--- src/rtl/otter_pipe_pkg.sv ---
// Shared definitions for the Otter pipeline front end: fetch FSM states,
// the canonical bubble instruction and the register-field positions used
// by the hazard unit.
package otter_pipe_pkg;

    // Fetch handshake states: ISSUE sends a request, WAIT expects the reply,
    // HOLD parks a reply the pipeline could not take, DROP swallows a reply
    // that a redirect made stale.
    typedef enum logic [1:0] {
        ISSUE = 2'd0,
        WAIT  = 2'd1,
        HOLD  = 2'd2,
        DROP  = 2'd3
    } fetch_state_t;

    // addi x0, x0, 0
    localparam logic [31:0] NOP_INSTR_DEFAULT = 32'h0000_0013;

    // Source-register field positions inside an RV32 instruction word.
    localparam int REG_IDX_W = 5;
    localparam int RS1_LSB   = 15;
    localparam int RS2_LSB   = 20;

    function automatic logic [REG_IDX_W-1:0] rs1_of(input logic [31:0] instr);
        return instr[RS1_LSB +: REG_IDX_W];
    endfunction

    function automatic logic [REG_IDX_W-1:0] rs2_of(input logic [31:0] instr);
        return instr[RS2_LSB +: REG_IDX_W];
    endfunction

endpackage

--- src/rtl/fetch_stage.sv ---
// Instruction-fetch stage and IF/ID pipeline register. Owns the PC, keeps
// at most one request outstanding to instruction memory, and obeys the
// hazard unit's stall controls and EX-stage redirects.
module fetch_stage
    import otter_pipe_pkg::*;
#(
    parameter logic [31:0] RESET_PC  = 32'h0000_0000,
    parameter logic [31:0] NOP_INSTR = NOP_INSTR_DEFAULT
) (
    input  logic                 clk,
    input  logic                 reset,
    input  logic                 PCWrite,
    input  logic                 IF_ID_Write,
    input  logic                 branch_taken,
    input  logic [31:0]          branch_target,
    output logic                 imem_req,
    output logic [31:0]          imem_addr,
    input  logic [31:0]          imem_rdata,
    input  logic                 imem_valid,
    output logic [31:0]          IF_ID_pc,
    output logic [31:0]          IF_ID_instr,
    output logic                 IF_ID_valid,
    output logic [REG_IDX_W-1:0] IF_ID_rs1,
    output logic [REG_IDX_W-1:0] IF_ID_rs2
);

    fetch_state_t state;
    logic [31:0]  pc;
    logic [31:0]  hold_instr;
    logic [31:0]  target;
    logic         accept;
    logic         load_fire;
    logic [31:0]  load_instr;
    logic         unused_target_bits;

    // Redirects are always word aligned; the low target bits are ignored.
    assign target             = {branch_target[31:2], 2'b00};
    assign unused_target_bits = ^branch_target[1:0];

    assign accept    = PCWrite && IF_ID_Write;
    // Gated by reset so no request leaks out while the stage is held in reset.
    assign imem_req  = reset && (state == ISSUE) && !branch_taken;
    assign imem_addr = pc;

    assign IF_ID_rs1 = rs1_of(IF_ID_instr);
    assign IF_ID_rs2 = rs2_of(IF_ID_instr);

    // Decide whether IF/ID takes a new instruction this cycle, and from where.
    always_comb begin
        // NOTE: every output gets a default first so no path leaves a latch.
        load_fire  = 1'b0;
        load_instr = imem_rdata;
        if (!branch_taken && accept) begin
            if (state == WAIT && imem_valid) begin
                load_fire = 1'b1;
            end else if (state == HOLD) begin
                load_fire  = 1'b1;
                load_instr = hold_instr;
            end
        end
    end

    // Fetch FSM: PC, handshake state and the parked-response buffer.
    always_ff @(posedge clk or negedge reset) begin
        if (!reset) begin
            state      <= ISSUE;
            pc         <= RESET_PC;
            hold_instr <= NOP_INSTR;
        end else begin
            // NOTE: non-blocking assignments so every register sees pre-edge values.
            case (state)
                ISSUE: begin
                    if (branch_taken) begin
                        pc <= target;
                    end else begin
                        state <= WAIT;
                    end
                end
                WAIT: begin
                    if (imem_valid) begin
                        if (branch_taken) begin
                            pc    <= target;
                            state <= ISSUE;
                        end else if (accept) begin
                            pc    <= pc + 32'd4;
                            state <= ISSUE;
                        end else begin
                            hold_instr <= imem_rdata;
                            state      <= HOLD;
                        end
                    end else if (branch_taken) begin
                        // Reply still in flight; it must be swallowed later.
                        pc    <= target;
                        state <= DROP;
                    end
                end
                HOLD: begin
                    if (branch_taken) begin
                        pc         <= target;
                        hold_instr <= NOP_INSTR;
                        state      <= ISSUE;
                    end else if (accept) begin
                        pc         <= pc + 32'd4;
                        hold_instr <= NOP_INSTR;
                        state      <= ISSUE;
                    end
                end
                DROP: begin
                    if (branch_taken) begin
                        pc <= target;
                    end
                    if (imem_valid) begin
                        state <= ISSUE;
                    end
                end
                default: state <= ISSUE;
            endcase
        end
    end

    // IF/ID register: flush beats load, load beats stall, otherwise bubble.
    always_ff @(posedge clk or negedge reset) begin
        if (!reset) begin
            IF_ID_pc    <= 32'h0000_0000;
            IF_ID_instr <= NOP_INSTR;
            IF_ID_valid <= 1'b0;
        end else if (branch_taken) begin
            IF_ID_instr <= NOP_INSTR;
            IF_ID_valid <= 1'b0;
        end else if (load_fire) begin
            IF_ID_pc    <= pc;
            IF_ID_instr <= load_instr;
            IF_ID_valid <= 1'b1;
        end else if (IF_ID_Write) begin
            IF_ID_instr <= NOP_INSTR;
            IF_ID_valid <= 1'b0;
        end
    end

endmodule

--- config.mk ---
export PLATFORM = sky130hd
export DESIGN_NAME = fetch_stage
export DESIGN_NICKNAME = d
export VERILOG_FILES = /design/src/rtl/otter_pipe_pkg.sv /design/src/rtl/fetch_stage.sv
export SDC_FILE = /design/constraint.sdc
export NUM_CORES = 1
export LEC_CHECK = 0
export ABC_AREA = 1
export ABC_CLOCK_PERIOD_IN_PS = 1700
export CORE_MARGIN = 4
export CORE_UTILIZATION = 45
export CTS_CLUSTER_SIZE = 14
export DETAILED_ROUTE_END_ITERATION = 6
export PLACE_DENSITY = 0.78
export SYNTH_ARGS = -nofsm -noshare
export SYNTH_HDL_FRONTEND = slang
export SYNTH_SLANG_ARGS = --single-unit
--- constraint.sdc ---
create_clock -name clk -period 1.7 [get_ports clk]
set_clock_uncertainty 0.2 [all_clocks]
set_input_delay 0.34 -clock clk [delete_from_list [all_inputs] [get_ports clk]]
set_output_delay 0.34 -clock clk [all_outputs]
set_load 0.05 [all_outputs]
==> summary.md <==
| Metric | Value |
|---|---|
| Leak pwr | ~0.0056 uW |
| Width of the die | about 130 um |
| Reg-to-Reg Start | state[1] |
| Routed WL | between 30000 and 40000 um |
| Avg WL per Cell | 23.5 um |
| Syn nets | between 900 and 1000 |
| FF-to-FF End | IF_ID_instr[10] |
| Hold crit path type | in2reg |
| Yosys reg bits | ~130 |
| CP Launch Point | state[1] |
| Status | complete, but fails checks |
| Initial Util | 46.6% |
| Power per cell area | roughly 1700 mW/mm2 |
| CP peak stage delay | between 0.4 and 0.5 ns |
| Filler Cell Count | ~600 |
| RSZ-0062 raised after global routing | yes |
| Count of antenna-violating nets left after detailed routing | 0 |
| CP cell instances | inv_2 > ha_4 > nand2_4 > inv_4 > nor3_4 > buf_12 > clkbuf_16 > o21ai_2 > o21ai_1 |
| Worst Path Arrival | approximately 2.2 ns |
| Final setup margin | -0.378 ns |
| Fin Setup TNS | -30.60 ns |
| Critical Path End | IF_ID_instr[10] |
| Hold_ws | roughly 0.26 ns |
| Largest net degree at the start of global routing | between 70 and 80 |
| Sequential area share after synthesis | between 40% and 50% |
| Tcrit/Tclk final | 122% |
| Max-cap violations | 0 |
| Die Y | between 100 and 150 um |
| Clock Path Buffers | 2 |
| Pre-Repair DR Iteration Count | 7 |
| Max layer used | met4 |
| Final #Nets | 1262 |
| Final Hold Fails | 0 |
| Post-synthesis instance area | 0.00685 mm2 |
| Reg clk slew, reported paths | 0.07 ns |
| Placed instance area | approximately 0.011 mm2 |
| Number of global-route vias before repair | slightly above 8000 |
| Routability cong. | around 0.94 |
| CP Buf/Inv Count | 4 |
| Total CTS buffers | 17 |
| Worst-Margin Slew | 0.529 ns |
| PortBufs | between 150 and 200 |
| Critical path fanouts, max | 7 |
| Via density | 6.20 |
| Rows | 44 |
| Register-to-Register Path Depth | 9 |
| Failing checks | DRC, setup timing |
| Initial antenna violation count | 0 |
| Flop-to-flop setup slack | -0.38 ns |
| Detail Placement HPWL | 16800 um |
| # setup viols final | between 100 and 150 |
| Gr usage total | 32.7% |
| Cells after Synth | 914 |
| Clk sinks | between 100 and 150 |
| Fin crit period | approximately 2.1 ns |
| Top Ports | between 150 and 200 |
| Clock root cell | clkbuf_16 |
| N_diodes | 0 |
| Crit path max-delay family | buffers and inverters |
| Footprint of the multi-input gates | ~0.0038 mm2 |
| Mean post-synth cell area | 7.49 um2 |
| Total grt overflow | 0 |
| Met2 wire len | about 15000 um |
| F_max | ~480 MHz |
| Pins Over Slew Limit | 0 |
| DRC viols | 5 |
| Initial DRC count | 1083 |
| H-tree lvl count | 4 |
| Layout cells sized above 1 | 40.3% |
| Slew HR | around 65% |
| Sequential cell area | 0.00331 mm2 |
| Via count | ~8600 |
| Critical Path Source Type | flop |
| WL met3 | around 3900 um |
| Critical Path RT | about 1.8 ns |
| YS warnings | 0 |
| Metal-1 WL | 11000 um |
| Area Overhead vs Synth | 83.8% |
| Worst-Skew Late Latency | roughly 0.44 ns |
| Worst setup EP type | flop |
| Total core area | approximately 0.015 mm2 |
| First-pass GRT wire length | around 45000 um |
| Critical path depth | 9 |
| Final instance area | 0.0126 mm2 |
| Die Area | 0.0172 mm2 |
| CTS tree | done |
| Netlist cell types | 33 |
| Worst setup path category | reg2reg |
| Slowest-stage cell, CP | dfrtp_1 |
| Peak supply drop | about 0.0013 V |
[sequential cells by signal (all words and copies together), names as in the netlist]
signal and count:
hold_instr 32, state 2, IF_ID_valid 1, IF_ID_pc 32, imem_addr 32, IF_ID_instr 32
[synthesized netlist by cell type (all sizes together)]
cell    count  share of area, %
a21oi      28               2.0
or2         2              0.18
ha          5              0.91
nand4       9              0.82
o211ai      1              0.11
a32oi       1              0.13
nor4        1             0.091
clkbuf     20               1.1
nand2     247                14
dfrtp     125                46
nor2      112               6.5
clkinv      1             0.055
nand3b      1              0.11
nand3      89               6.5
inv        70               3.9
nor3        4              0.46
o21ai     153                11
o22ai       1             0.091
a31oi       1             0.091
dfstp       6               2.3
buf        37               4.0
[cell usage in the layout, fill, tap and decap left out, types with 4 or more instances in the layout]
master	n
inv_1	60
nand3_4	8
buf_6	36
dfrtp_1	102
clkbuf_1	5
ha_4	4
nand2_4	7
dfstp_2	6
nor2_1	73
nand3_2	17
nand3_1	64
a21oi_1	20
clkdlybuf4s50_1	63
a21oi_2	7
nand2_2	21
inv_2	5
dfrtp_2	23
o21ai_1	43
o21ai_2	56
o21ai_0	48
buf_4	68
buf_12	129
o21ai_4	6
inv_4	4
nand2_1	219
nor2_2	20
nand4_1	9
clkbuf_16	20
nor2_4	19
buf_16	6
[report_power, final]
part / switching, uW / total, uW / internal (uW)
sequential: 1210 / 5400 / 4200
combinational: 7110 / 13000 / 5920
clock: 1460 / 3400 / 1940
total: 9780 / 21800 / 12100
[logic make-up after synthesis]
group                      Yosys count  share of synthesized area (%)
adders and majority gates            5                          0.914
AOI/OAI and AO/OA                  185                           13.8
buffers and inverters              128                           9.07
and+or+nand+nor                    465                           28.3
DFF                                131                           48.0
[area by class of cell]
class                   count  share of cell area (%)
multi-input cells         655                    30.1
clock buffers              24                    3.75
repair buffers            311                    35.2
well taps                 184                    1.83
inverters                  71                    2.33
clock inverters             8                   0.438
flip-flops and latches    131                    26.3
[metrics by stage]
| step | cells | utilization (%) | worst slack, ns | power (uW) |
|---|---|---|---|---|
| after floorplan | 914 | - | -0.119 | 9780 |
| after global placement | 1301 | 71.7 | -0.522 | 15000 |
| after detailed placement | 1301 | 71.7 | -0.585 | 15200 |
| after CTS | 1368 | 81.5 | -0.239 | 20000 |
| after global routing | 1384 | 85.6 | -0.393 | 22500 |
| final | 1384 | 85.6 | -0.378 | 21800 |
[repair_timing]
action | 4_1_cts | 5_1_grt
hold buffers | 1 | 0
buffers inserted | 29 | 19
cloned | 7 | 4
gates resized for setup | 193 | 130
pin swaps | 28 | 53
setup endpoints to repair | 143 | 145
hold endpoints to repair | 68 | 0
[worst register-to-register path: stages (launching register included)]
cell and delay (ns):
dfrtp_1 0.44, inv_2 0.10, ha_4 0.21, nand2_4 0.09, inv_4 0.06, nor3_4 0.23
buf_12 0.21, clkbuf_16 0.18, o21ai_2 0.05, o21ai_1 0.21
[how the worst min path moves through the flow]
stage                      start         endpoint  depth (start not counted)
2_1_floorplan              reset  IF_ID_instr[10]                          0
3_3_place_gp               reset    hold_instr[3]                          2
3_5_place_dp               reset   hold_instr[10]                          2
4_1_cts        branch_target[13]    imem_addr[13]                          3
5_1_grt        branch_target[13]    imem_addr[13]                          3
6_report       branch_target[13]    imem_addr[13]                          3
[layer usage]
metal | up-vias | track usage, %
met1 | 4010 | 39.6
met2 | 813 | 54.3
li1 | 3517 | -
met3 | 239 | 8.10
met4 | 0 | 17.1
met5 | - | 0
Power figures use the tool's default switching activity.
